<file path="config.mk">
export PLATFORM = sky130hd
export DESIGN_NAME = char_rom_arb
export DESIGN_NICKNAME = d
export VERILOG_FILES = /design/src/rtl/char_rom_arb_pkg.sv /design/src/rtl/char_rom_arb_rr.sv /design/src/rtl/char_rom_arb.sv
export SDC_FILE = /design/constraint.sdc
export NUM_CORES = 1
export LEC_CHECK = 0
export CAP_MARGIN = 20
export CELL_PAD_IN_SITES_DETAIL_PLACEMENT = 0
export CELL_PAD_IN_SITES_GLOBAL_PLACEMENT = 1
export CORE_ASPECT_RATIO = 0.75
export CORE_MARGIN = 2
export CORE_UTILIZATION = 16
export CTS_CLUSTER_SIZE = 10
export DETAILED_ROUTE_END_ITERATION = 12
export PLACE_DENSITY = 0.81
export SLEW_MARGIN = 25
export SYNTH_ARGS = -nofsm -noshare
export SYNTH_HDL_FRONTEND = slang
export SYNTH_HIERARCHICAL = 1
export SYNTH_SLANG_ARGS = --single-unit
export TNS_END_PERCENT = 50
</file>
<file path="constraint.sdc">
create_clock -name clk -period 3.9 [get_ports clk]
set_input_delay 0.39 -clock clk [delete_from_list [all_inputs] [get_ports clk]]
set_output_delay 0.39 -clock clk [all_outputs]
set_load 0.02 [all_outputs]
</file>
<file path="src/rtl/char_rom_arb_pkg.sv">
// Shared constants for the character-ROM arbiter slice.
package char_rom_pkg;

    localparam int unsigned CHAR_ADDR_W  = 10;
    localparam int unsigned CHAR_DATA_W  = 144;
    localparam int unsigned CHAR_ROM_LAT = 1;

    // Flops in the rom_rst release synchronizer.
    localparam int unsigned RST_SYNC_LEN = 2;

endpackage

</file>
<file path="src/rtl/char_rom_arb_rr.sv">
// Round-robin one-hot grant: the search starts just after ptr and wraps to 0.
module rr_arbiter
    import char_rom_pkg::*;
#(
    parameter int unsigned NUM_REQ = 4,
    parameter int unsigned PTR_W   = $clog2(NUM_REQ)
) (
    input  logic [NUM_REQ-1:0] req,
    input  logic [PTR_W-1:0]   ptr,
    output logic [NUM_REQ-1:0] grant
);

    logic             found;
    logic [PTR_W-1:0] idx;

    always_comb begin
        grant = '0;
        found = 1'b0;
        idx   = '0;
        // Offset NUM_REQ lands back on ptr itself, so it has the lowest priority.
        for (int unsigned k = 1; k <= NUM_REQ; k++) begin
            idx = PTR_W'((32'(ptr) + k) % NUM_REQ);
            if (!found && req[idx]) begin
                grant[idx] = 1'b1;
                found      = 1'b1;
            end
        end
    end

endmodule

</file>
<file path="src/rtl/char_rom_arb.sv">
// Shares one character ROM between NUM_REQ requesters; responses return
// in acceptance order, ROM_LAT+1 cycles after each grant.
module char_rom_arb
    import char_rom_pkg::*;
#(
    parameter int unsigned NUM_REQ = 4,
    parameter int unsigned ADDR_W  = CHAR_ADDR_W,
    parameter int unsigned DATA_W  = CHAR_DATA_W,
    parameter int unsigned ROM_LAT = CHAR_ROM_LAT
) (
    input  logic                      clk,
    input  logic                      rst_n,
    input  logic [NUM_REQ-1:0]        req_valid,
    input  logic [NUM_REQ*ADDR_W-1:0] req_addr,
    output logic [NUM_REQ-1:0]        req_ready,
    output logic [ADDR_W-1:0]         rom_addr,
    output logic                      rom_rst,
    input  logic [DATA_W-1:0]         rom_rd_data,
    output logic [NUM_REQ-1:0]        rsp_valid,
    output logic [DATA_W-1:0]         rsp_data,
    output logic                      busy
);

    localparam int unsigned PTR_W = $clog2(NUM_REQ);

    logic [RST_SYNC_LEN-1:0] rst_sync;
    logic [PTR_W-1:0]        ptr;
    logic [NUM_REQ-1:0]      grant;
    logic [NUM_REQ-1:0]      accepted;
    logic [PTR_W-1:0]        win_idx;
    logic [ADDR_W-1:0]       win_addr;
    logic [NUM_REQ-1:0]      id_pipe [ROM_LAT+1];

    // Set asynchronously, cleared only after RST_SYNC_LEN clean edges.
    always_ff @(posedge clk or negedge rst_n) begin
        if (!rst_n) begin
            rst_sync <= '1;
        end else begin
            rst_sync <= {rst_sync[RST_SYNC_LEN-2:0], 1'b0};
        end
    end

    assign rom_rst = rst_sync[RST_SYNC_LEN-1];

    rr_arbiter #(
        .NUM_REQ (NUM_REQ),
        .PTR_W   (PTR_W)
    ) u_rr (
        .req   (req_valid),
        .ptr   (ptr),
        .grant (grant)
    );

    assign req_ready = rom_rst ? '0 : grant;
    assign accepted  = req_valid & req_ready;

    always_comb begin
        win_idx  = '0;
        win_addr = '0;
        for (int unsigned i = 0; i < NUM_REQ; i++) begin
            if (grant[i]) begin
                win_idx  = PTR_W'(i);
                win_addr = req_addr[i*ADDR_W +: ADDR_W];
            end
        end
    end

    always_ff @(posedge clk or negedge rst_n) begin
        if (!rst_n) begin
            ptr      <= '0;
            rom_addr <= '0;
        end else if (|accepted) begin
            ptr      <= win_idx;
            rom_addr <= win_addr;
        end
    end

    // Stage s holds the requester whose read was accepted s+1 edges ago.
    always_ff @(posedge clk or negedge rst_n) begin
        if (!rst_n) begin
            for (int unsigned s = 0; s <= ROM_LAT; s++) begin
                id_pipe[s] <= '0;
            end
        end else begin
            id_pipe[0] <= accepted;
            for (int unsigned s = 1; s <= ROM_LAT; s++) begin
                id_pipe[s] <= id_pipe[s-1];
            end
        end
    end

    assign rsp_valid = id_pipe[ROM_LAT];
    assign rsp_data  = rom_rd_data;

    always_comb begin
        busy = 1'b0;
        for (int unsigned s = 0; s <= ROM_LAT; s++) begin
            busy = busy | (|id_pipe[s]);
        end
    end

endmodule

</file>
==> flow_metrics.py, run 1 <==
metrics = {
    "global_routing": {
        "grt_pass1_wl_um": 11300,
        "antenna_found_initial": 0,
        "grt_max_degree": 33,
        "grt_util_all_layers_pct": 8.64,
        "grt_pass1_vias": 1704,
        "overflow": 0,
    },
    "timing": {
        "hold_viol_final": 0,
        "period_share_pct": 93.8,
        "fmax_ghz": 0.273,
        "max_slew_margin_pct": 66.2,
        "fin_skew_ps": 7.69,
        "finalWorstSetupSlack_ps": 240,
        "finalSetupViolCount": 0,
        "tightest_slew_ps": 507,
        "fin_setup_tns_ps": 0,
        "min_period_ps": 3660,
        "maxSlewViolCount": 0,
        "whs_ps": 90.5,
        "rsz0062_at_grt": "false",
    },
    "clock_tree": {
        "cts_buffers": 3,
        "clk_path_buf_depth": 2,
        "cts.clk_slew.worst_paths_ps": 60,
        "cts_sinks": 22,
        "worstSkewPairLatency_ps": 260,
        "root_buffer": "clkbuf_16",
        "htreeDepth": 1,
        "cts_tree": "built",
        "post_cts_buffers": 0,
    },
    "final_layout": {
        "area_growth_pct": -5.42,
        "multiInputGateArea_um2": 902,
        "nets": 424,
        "final_cells": 440,
        "fillers": 1891,
        "drive_above_1_share_pct": 10.7,
        "seq_area_um2": 554,
        "final_common_cell": "clkdlybuf4s50_1",
        "diodes": 0,
        "final_cell_mix": "clkdlybuf4s50_1, a21oi_1, dfrtp_1",
    },
    "die": {
        "dieWidth_um": 155,
        "core_um2": 16700,
        "ioPinCount": 354,
        "rows": 41,
        "die_area_um2": 18100,
        "die_h_um": 117,
        "initial_core_util_pct": 16.3,
    },
    "detailed_routing": {
        "num_vias": 1739,
        "drc": 0,
        "dr_wl_met2_um": 2870,
        "routedWlPerCell_um": 18.4,
        "viasPerCell": 3.95,
        "first_pass_iters": 4,
        "highest_layer": "met5",
        "wl_met1_um": 3320,
        "antenna_left": 0,
        "drtIter0Drc": 114,
        "wl_met3_um": 1640,
        "wl_um": 8110,
    },
    "flow_run": {
        "cap_violations": 0,
    },
    "status": {
        "status": "complete, no violations",
    },
    "yosys": {
        "synth-edff-count": 0,
        "yosys_warnings": 6,
        "synth_fp_nets": 509,
        "ys_seq_area_share_pct": 20.3,
        "synthArstFlopShare_pct": 100,
        "yosysUniqueCellTypes": 29,
        "syn-cell-area_um2": 2730,
        "ys_ff_latch": 22,
        "syn_inst": 311,
        "synth.avg_cell_area_um2": 8.76,
        "synth_ff_type": "dfrtp_1",
    },
    "placed_design": {
        "portBuffers": 65,
        "place_inst": 436,
        "hpwl_um": 6620,
        "dp_slack_ps": 365,
        "gp_congestion": 0.707,
    },
    "power_and_ir_drop": {
        "swShare_pct": 47.7,
        "p_clk_share_pct": 13.1,
        "power.density_nw_per_um2": 860,
        "leakagePower_uw": 0.000969,
        "p_int_uw": 1160,
        "ir_drop_mv": 0.287,
        "switchingPower_uw": 1060,
        "p_seq_share_pct": 16.8,
        "p_comb_share_pct": 70.1,
    },
    "worst_setup_path": {
        "crit_path_end_kind": "output pin",
        "worstRegToRegCells": 10,
        "worstSetupPathDepth": 9,
        "start_kind": "register",
        "cp_cell_sequence": "inv_1 > ha_1 > mux4_1 > nor4b_4 > nand2_1 > o211ai_1 > inv_2 > nor2_1 > clkdlybuf4s50_1",
        "path_buf_inv": 3,
        "max_stage_delay_ps": 630,
        "cp.arrival_ps": 3270,
        "critPathSlowestCell": "clkdlybuf4s50_1",
        "required_ps": 3510,
        "reg2reg_to": "rom_addr[0]$_DFFE_PN0P_",
        "reg2reg_slack_ps": 450,
        "crit_fanout": 8,
        "r2r_start": "ptr[1]$_DFFE_PN0P_",
        "critPathKind": "reg2out",
        "critical_path.top_delay_family": "buffers and inverters",
    },
    "worst_hold_path": {
        "hold_class": "in2async",
    },
}
## per-layer routing
| layer | track usage, % | vias up |
|---|---|---|
| li1 | - | 724 |
| met1 | 10.2 | 789 |
| met2 | 9.82 | 188 |
| met3 | 8.39 | 36 |
| met4 | 3.89 | 2 |
| met5 | 1.59 | - |
## stage by stage
stage          power (µW)  cell area (µm²)  utilization (%)
2_1_floorplan        1650             2730                -
3_3_place_gp         1910             2480             14.8
3_5_place_dp         1960             2480             14.8
4_1_cts              2250             2580             15.4
5_1_grt              2410             2580             15.4
6_report             2220             2580             15.4
## sequential cells by signal, indices dropped and copies added, names as in the netlist
signal	count
id_pipe	4
ptr	2
rom_addr	10
rst_sync	2
rsp_valid	4
## power by group through the flow
stage / logic [µW] / registers, µW / clock network (µW)
floorplan: 1240 / 415 / 0
global placement: 1540 / 370 / 0
detailed placement: 1580 / 378 / 0
CTS: 1580 / 374 / 296
global route: 1710 / 387 / 311
finish: 1550 / 373 / 290
## synthesized netlist by cell type, types with 2 or more instances
| cell | instances | area [µm²] |
|---|---|---|
| buf_4 | 149 | 1120 |
| a32o_1 | 10 | 100 |
| mux4_1 | 2 | 52.6 |
| a21oi_1 | 19 | 95.1 |
| buf_2 | 4 | 20.0 |
| nor2b_1 | 2 | 12.5 |
| nor3b_1 | 4 | 30.0 |
| nand2_1 | 17 | 63.8 |
| and2_1 | 4 | 25.0 |
| inv_1 | 18 | 67.6 |
| nor4_1 | 3 | 18.8 |
| dfrtp_1 | 20 | 500 |
| ha_1 | 8 | 100 |
| nor2_1 | 2 | 7.51 |
| nand4bb_1 | 10 | 113 |
| buf_6 | 5 | 56.3 |
| dfstp_2 | 2 | 52.6 |
| a21oi_2 | 7 | 61.3 |
| mux4_2 | 2 | 45.0 |
| o211ai_1 | 14 | 105 |
## kinds of logic (layout without fill, tap and decap cells)
logic type,count (synthesis),after routing,synth area share [%]
AOI/OAI and AO/OA,53,53,14.3
adders and majority gates,8,8,3.67
buffers and inverters,178,92,46.6
DFF,22,22,20.3
muxes,5,5,3.95
other,1,1,0.138
and+or+nand+nor,44,44,11.1
## what timing repair did
action                                  4_1_cts  5_1_grt
hold buffers                                  0        0
endpoints found under the setup margin        0        2
gates resized for setup                       0        1
## how the worst max path moves through the flow
stage	from	slack, ps	end
floorplan	ptr[0]$_DFFE_PN0P_	710	req_ready[2]
global placement	ptr[0]$_DFFE_PN0P_	510	rom_addr[0]$_DFFE_PN0P_
detailed placement	ptr[0]$_DFFE_PN0P_	360	rom_addr[9]$_DFFE_PN0P_
CTS	ptr[0]$_DFFE_PN0P_	130	req_ready[2]
global route	ptr[0]$_DFFE_PN0P_	70	req_ready[2]
finish	ptr[1]$_DFFE_PN0P_	240	req_ready[2]
## layout make-up
cell class | instances | share of cell area, %
clock buffer | 3 | 2.91
clock inverter | 1 | 1.17
inverter | 19 | 2.77
multi-input combinational | 111 | 35.0
sequential | 22 | 21.5
tap | 215 | 10.4
timing repair buffer | 69 | 26.2
Power figures use the tool's default switching activity.
==> inputs of run 2 (changes only) <==
--- a/config.mk
+++ b/config.mk
@@ -5,15 +5,17 @@
 export SDC_FILE = /design/constraint.sdc
 export NUM_CORES = 1
 export LEC_CHECK = 0
+export ABC_AREA = 1
 export CAP_MARGIN = 20
 export CELL_PAD_IN_SITES_DETAIL_PLACEMENT = 0
 export CELL_PAD_IN_SITES_GLOBAL_PLACEMENT = 1
 export CORE_ASPECT_RATIO = 0.75
 export CORE_MARGIN = 2
 export CORE_UTILIZATION = 16
+export CTS_BUF_LIST = sky130_fd_sc_hd__clkbuf_8
 export CTS_CLUSTER_SIZE = 10
 export DETAILED_ROUTE_END_ITERATION = 12
-export PLACE_DENSITY = 0.81
+export PLACE_DENSITY = 0.83
 export SLEW_MARGIN = 25
 export SYNTH_ARGS = -nofsm -noshare
 export SYNTH_HDL_FRONTEND = slang
==> run 2 against run 1 <==
Against the previous run:
- flip-flop and latch count unchanged
- hold slack worse by 16 ps
- clock skew down 0.67 ps
- cell area up 3.0%
- combinational power up 11%
- global-route usage up 1.0 points
- critical endpoint unchanged
- largest cell class unchanged
- highest routed layer unchanged
==> flow_metrics.py, run 2 <==
metrics = {
    "die": {
        "initial_core_util_pct": 16.5,
        "die_h_um": 118,
        "dieWidth_um": 157,
        "core_um2": 16900,
        "ioPinCount": 354,
        "rows": 41,
        "die_area_um2": 18500,
    },
    "timing": {
        "finalWorstSetupSlack_ps": 340,
        "fin_setup_tns_ps": 0,
        "min_period_ps": 3560,
        "max_slew_margin_pct": 64.8,
        "rsz0062_at_grt": "false",
        "finalSetupViolCount": 0,
        "tightest_slew_ps": 527,
        "period_share_pct": 91.3,
        "hold_viol_final": 0,
        "fin_skew_ps": 7.01,
        "maxSlewViolCount": 0,
        "fmax_ghz": 0.281,
    },
    "clock_tree": {
        "hold_buffers": 0,
        "root_buffer": "clkbuf_8",
        "cts_sinks": 22,
        "cts.clk_slew.worst_paths_ps": 80,
        "clk_path_buf_depth": 2,
        "htreeDepth": 1,
        "cts_tree": "built",
        "worstSkewPairLatency_ps": 260,
        "post_cts_buffers": 0,
        "cts-resized-gates": 0,
        "cts_buffers": 3,
    },
    "worst_setup_path": {
        "crit_fanout": 12,
        "cp.arrival_ps": 3170,
        "required_ps": 3510,
        "start_kind": "register",
        "reg2reg_slack_ps": 920,
        "critPathKind": "reg2out",
        "crit_path_end_kind": "output pin",
    },
    "global_routing": {
        "grt_util_all_layers_pct": 9.69,
        "overflow": 0,
        "grt_pass1_wl_um": 13200,
        "antenna_found_initial": 0,
        "grt_max_degree": 23,
        "grt_pass1_vias": 2018,
    },
    "yosys": {
        "synth-edff-count": 0,
        "yosys.area.top_type": "buf_4",
        "synth_top_area_share_pct": 39.8,
        "synthTopCellsByArea": "buf_4, dfrtp_1, nand2_1, nand3_1, inv_1",
        "synth_xor_area_share_pct": 0,
        "ys_ff_latch": 22,
        "syn-cell-area_um2": 2790,
        "ys_seq_area_share_pct": 19.8,
        "synth_compound_area_share_pct": 2.33,
        "synth.avg_cell_area_um2": 6.73,
        "synth_ff_type": "dfrtp_1",
        "synthArstFlopShare_pct": 100,
        "yosys_warnings": 6,
        "synth_commonest_cells": "buf_4, nand2_1, nand3_1, inv_1, dfrtp_1",
        "synth_fp_nets": 613,
        "synthSimpleGateAreaFrac_pct": 28.1,
        "synth_most_common_cell": "buf_4",
        "synth-adder-area-share_pct": 3.59,
        "synthMuxAreaShare_pct": 0,
        "syn_inst": 415,
        "synth_top_family_by_area": "buffers and inverters",
        "yosysUniqueCellTypes": 20,
    },
    "placed_design": {
        "hpwl_um": 7670,
        "portBuffers": 65,
        "gp_congestion": 0.829,
        "place_inst": 543,
        "dp_slack_ps": 638,
    },
    "final_layout": {
        "final_cells": 547,
        "largest-register": "rom_addr",
        "utilization_pct": 15.7,
        "nets": 531,
        "area_growth_pct": -4.93,
        "largest_reg_flops": 10,
        "diodes": 0,
        "drive_above_1_share_pct": 7.83,
        "fillers": 1964,
        "final_cell_mix": "nand2_1, clkdlybuf4s50_1, nand3_1",
        "final_common_cell": "nand2_1",
    },
    "flow_run": {
        "cap_violations": 0,
    },
    "detailed_routing": {
        "num_vias": 2021,
        "viasPerCell": 3.69,
        "routedWlPerCell_um": 16.9,
        "antenna_left": 0,
        "drc": 0,
        "drtIter0Drc": 136,
        "wl_um": 9240,
        "first_pass_iters": 6,
    },
    "power_and_ir_drop": {
        "total_power_uw": 2290,
        "power.density_nw_per_um2": 862,
        "leakagePower_uw": 0.00135,
        "ir_drop_mv": 0.381,
    },
    "status": {
        "status": "complete, no violations",
    },
    "worst_hold_path": {
        "hold_class": "in2async",
    },
}
[run 2: layout make-up]
cell class / instances / area [µm²] / share of cell area (%)
Multi-Input combinational cell: 203 / 953 / 35.9
Timing Repair Buffer: 70 / 683 / 25.7
Sequential cell: 22 / 553 / 20.8
Tap cell: 215 / 269 / 10.1
Inverter: 33 / 124 / 4.67
Clock buffer: 3 / 41.3 / 1.56
Clock inverter: 1 / 30.0 / 1.13
[run 2: final timing paths]
kind | startpoint | end | depth (start not counted)
min | rst_n | rsp_valid[0]$_DFF_PN0_ | 1
max in group asynchronous | rst_n | rst_sync[0]$_DFF_PN1_ | 1
max reg2reg | ptr[0]$_DFFE_PN0P_ | rom_addr[0]$_DFFE_PN0P_ | 16
min in group clk | rst_sync[0]$_DFF_PN1_ | rst_sync[1]$_DFF_PN1_ | 0
min reg2reg | rst_sync[0]$_DFF_PN1_ | rst_sync[1]$_DFF_PN1_ | 0
max | ptr[0]$_DFFE_PN0P_ | req_ready[2] | 12
[run 2: worst max-delay path, stage by stage, from the launching register on]
cell             delay, ps
dfrtp_1                590
inv_2                  180
ha_1                   380
inv_1                  100
nand3_2                140
nand2_4                120
nand2_4                 60
nor2_4                 130
nand2_1                 60
nand3_1                 80
inv_1                  250
nor2_1                 170
clkdlybuf4s50_1        630
[run 2: report_power, final]
part	total, µW	switching, µW	internal [µW]	leakage, µW
logic	1720	1150	563	0.00103
registers	360	57.6	302	0.000287
clock network	212	74.5	137	0.0000357
[run 2: cell families (layout without fill, tap and decap cells)]
group | count (synthesis) | in the layout
AO/OA/AOI/OAI | 13 | 13
adder cells (fa/ha/maj) | 8 | 8
buffers and inverters | 190 | 107
flip-flops | 22 | 22
other | 1 | 1
AND/OR/NAND/NOR | 181 | 181
[run 2: per-layer routing]
| metal | wire length (µm) | GRT usage [%] | part of all wire [%] | up-vias |
|---|---|---|---|---|
| li1 | - | - | - | 948 |
| met1 | 4460 | 13.6 | 48 | 869 |
| met2 | 3170 | 11.0 | 34 | 183 |
| met3 | 1430 | 7.48 | 16 | 15 |
| met4 | 42 | 1.09 | 0.45 | 6 |
| met5 | 129 | 5.32 | 1.4 | - |
[run 2: per-stage QoR]
| step | hold WS, ps | instance area (µm²) |
|---|---|---|
| 6_report | 74.8 | 2650 |
| 5_1_grt | 106 | 2650 |
| 4_1_cts | 360 | 2660 |
| 3_5_place_dp | 347 | 2590 |
| 3_3_place_gp | 346 | 2590 |
| 2_1_floorplan | 94.4 | 2790 |
==> inputs of run 3 (changes only) <==
--- a/config.mk
+++ b/config.mk
@@ -6,15 +6,14 @@
 export NUM_CORES = 1
 export LEC_CHECK = 0
 export ABC_AREA = 1
-export CAP_MARGIN = 20
 export CELL_PAD_IN_SITES_DETAIL_PLACEMENT = 0
 export CELL_PAD_IN_SITES_GLOBAL_PLACEMENT = 1
 export CORE_ASPECT_RATIO = 0.75
-export CORE_MARGIN = 2
 export CORE_UTILIZATION = 16
 export CTS_BUF_LIST = sky130_fd_sc_hd__clkbuf_8
 export CTS_CLUSTER_SIZE = 10
 export DETAILED_ROUTE_END_ITERATION = 12
+export HOLD_SLACK_MARGIN = 0.1
 export PLACE_DENSITY = 0.83
 export SLEW_MARGIN = 25
 export SYNTH_ARGS = -nofsm -noshare
==> run 3 against run 2 <==
Against the previous run:
- maximum frequency up 0.72%
- combinational power about the same
- register-to-register slack got worse by 20 ps
- critical endpoint unchanged
- largest power group unchanged
==> flow_metrics.py, run 3 (same netlist as run 2, synthesis figures left out) <==
metrics = {
    "worst_hold_path": {
        "hold_class": "in2async",
    },
    "power_and_ir_drop": {
        "ir_drop_mv": 0.264,
        "total_power_uw": 2270,
        "leakagePower_uw": 0.00135,
        "power.density_nw_per_um2": 856,
    },
    "worst_setup_path": {
        "reg2reg_slack_ps": 900,
        "cp_cell_sequence": "inv_2 > ha_1 > inv_1 > nand3_2 > nand2_4 > nand2_4 > nor2_4 > nand2_1 > nand3_1 > inv_1 > nor2_1 > clkdlybuf4s50_1",
        "start_kind": "register",
        "required_ps": 3510,
        "reg2reg_to": "rom_addr[7]$_DFFE_PN0P_",
        "crit_path_end_kind": "output pin",
        "cp.arrival_ps": 3140,
        "setup.worst_path.end": "req_ready[2]",
        "worstSetupPathDepth": 12,
        "crit_fanout": 12,
        "max_stage_delay_ps": 610,
        "critPathKind": "reg2out",
        "crit_start": "ptr[0]$_DFFE_PN0P_",
        "critical_path.top_delay_family": "buffers and inverters",
        "critPathSlowestCell": "dfrtp_1",
        "worstRegToRegCells": 16,
        "r2r_start": "ptr[0]$_DFFE_PN0P_",
        "path_buf_inv": 4,
    },
    "final_layout": {
        "drive_above_1_share_pct": 7.83,
        "largest-register": "rom_addr",
        "diodes": 0,
        "fillers": 1967,
        "final_cell_mix": "nand2_1, clkdlybuf4s50_1, nand3_1",
        "largest_reg_flops": 10,
        "final_cells": 547,
        "area_growth_pct": -4.93,
        "nets": 531,
        "final_common_cell": "nand2_1",
    },
    "timing": {
        "rsz0062_at_grt": "false",
        "min_period_ps": 3530,
        "tightest_slew_ps": 513,
        "fmax_ghz": 0.283,
        "fin_skew_ps": 8.92,
        "hold_viol_final": 0,
        "maxSlewViolCount": 0,
        "fin_setup_tns_ps": 0,
        "finalSetupViolCount": 0,
        "max_slew_margin_pct": 65.8,
        "period_share_pct": 90.6,
    },
    "detailed_routing": {
        "first_pass_iters": 4,
        "drtIter0Drc": 122,
        "drc": 0,
        "antenna_left": 0,
        "wl_um": 9290,
        "routedWlPerCell_um": 17.0,
        "num_vias": 2050,
        "viasPerCell": 3.75,
    },
    "clock_tree": {
        "cts_sinks": 22,
        "cts-resized-gates": 0,
        "worstSkewPairLatency_ps": 260,
        "cts.clk_slew.worst_paths_ps": 90,
        "htreeDepth": 1,
        "cts_tree": "built",
        "clk_path_buf_depth": 2,
        "post_cts_buffers": 0,
        "root_buffer": "clkbuf_8",
        "hold_buffers": 0,
        "cts_buffers": 3,
    },
    "global_routing": {
        "grt_pass1_wl_um": 12700,
        "grt_pass1_vias": 1921,
        "overflow": 0,
        "antenna_found_initial": 0,
        "grt_max_degree": 23,
        "grt_util_all_layers_pct": 9.88,
    },
    "die": {
        "rows": 41,
        "core_um2": 16900,
        "die_h_um": 116,
        "initial_core_util_pct": 16.5,
        "die_area_um2": 18000,
        "dieWidth_um": 155,
        "ioPinCount": 354,
    },
    "placed_design": {
        "place_inst": 543,
        "hpwl_um": 7650,
        "portBuffers": 65,
        "gp_congestion": 0.817,
    },
    "flow_run": {
        "cap_violations": 0,
    },
    "status": {
        "status": "complete, no violations",
    },
}
[run 3: cell counts in the layout (fill, tap and decap cells not counted)]
Identical to the previous run, type by type.
[run 3: cell type report]
cell class,instances,area [µm²],share of cell area [%]
multi-input combinational,203,953,35.9
timing repair buffer,70,683,25.7
sequential,22,553,20.8
tap,215,269,10.1
inverter,33,124,4.67
clock buffer,3,41.3,1.56
clock inverter,1,30.0,1.13
[run 3: metrics by stage]
stage / util [%] / hold slack, ps / instance area, µm² / setup slack, ps
after floorplan: - / 94.4 / 2790 / 1290
after global placement: 15.3 / 345 / 2590 / 716
after detailed placement: 15.3 / 348 / 2580 / 641
after CTS: 15.7 / 106 / 2650 / 336
final: 15.7 / 85.5 / 2650 / 365
after global routing: 15.7 / 110 / 2650 / 138
[run 3: worst min path at each step]
stage | start | end | slack, ps | depth (start not counted)
6_report | rst_n | rsp_valid[0]$_DFF_PN0_ | 90 | 1
5_1_grt | rst_n | rsp_valid[0]$_DFF_PN0_ | 110 | 1
4_1_cts | rst_n | rsp_valid[0]$_DFF_PN0_ | 110 | 1
3_5_place_dp | rst_sync[0]$_DFF_PN1_ | rst_sync[1]$_DFF_PN1_ | 350 | 0
3_3_place_gp | rst_sync[0]$_DFF_PN1_ | rst_sync[1]$_DFF_PN1_ | 350 | 0
2_1_floorplan | rst_n | id_pipe[4]$_DFF_PN0_ | 90 | 0
[run 3: power breakdown]
group | internal (µW) | leakage (µW) | switching (µW)
clock network | 137 | 0.0000357 | 75.5
registers | 302 | 0.000287 | 60.9
logic | 563 | 0.00103 | 1130
total | 1000 | 0.00135 | 1270
[run 3: routing by layer]
metal,up-vias,global-route usage [%],wire [µm]
li1,947,-,-
met1,915,13.5,4370
met2,182,11.4,3320
met3,6,8.35,1560
met4,0,1.25,29
met5,-,0,0
[run 3: worst register-to-register path: stages (launching register included)]
cell and delay [ps]:
dfrtp_1 610, inv_2 190, ha_1 380, inv_1 80, nand3_2 130, nand2_4 90
nand2_4 80, inv_2 50, nand3_1 60, nand3_1 100, buf_4 210, nand3_1 150
nand2_2 80, nor2_4 350, inv_2 180, nand2_1 120, nand2_1 50
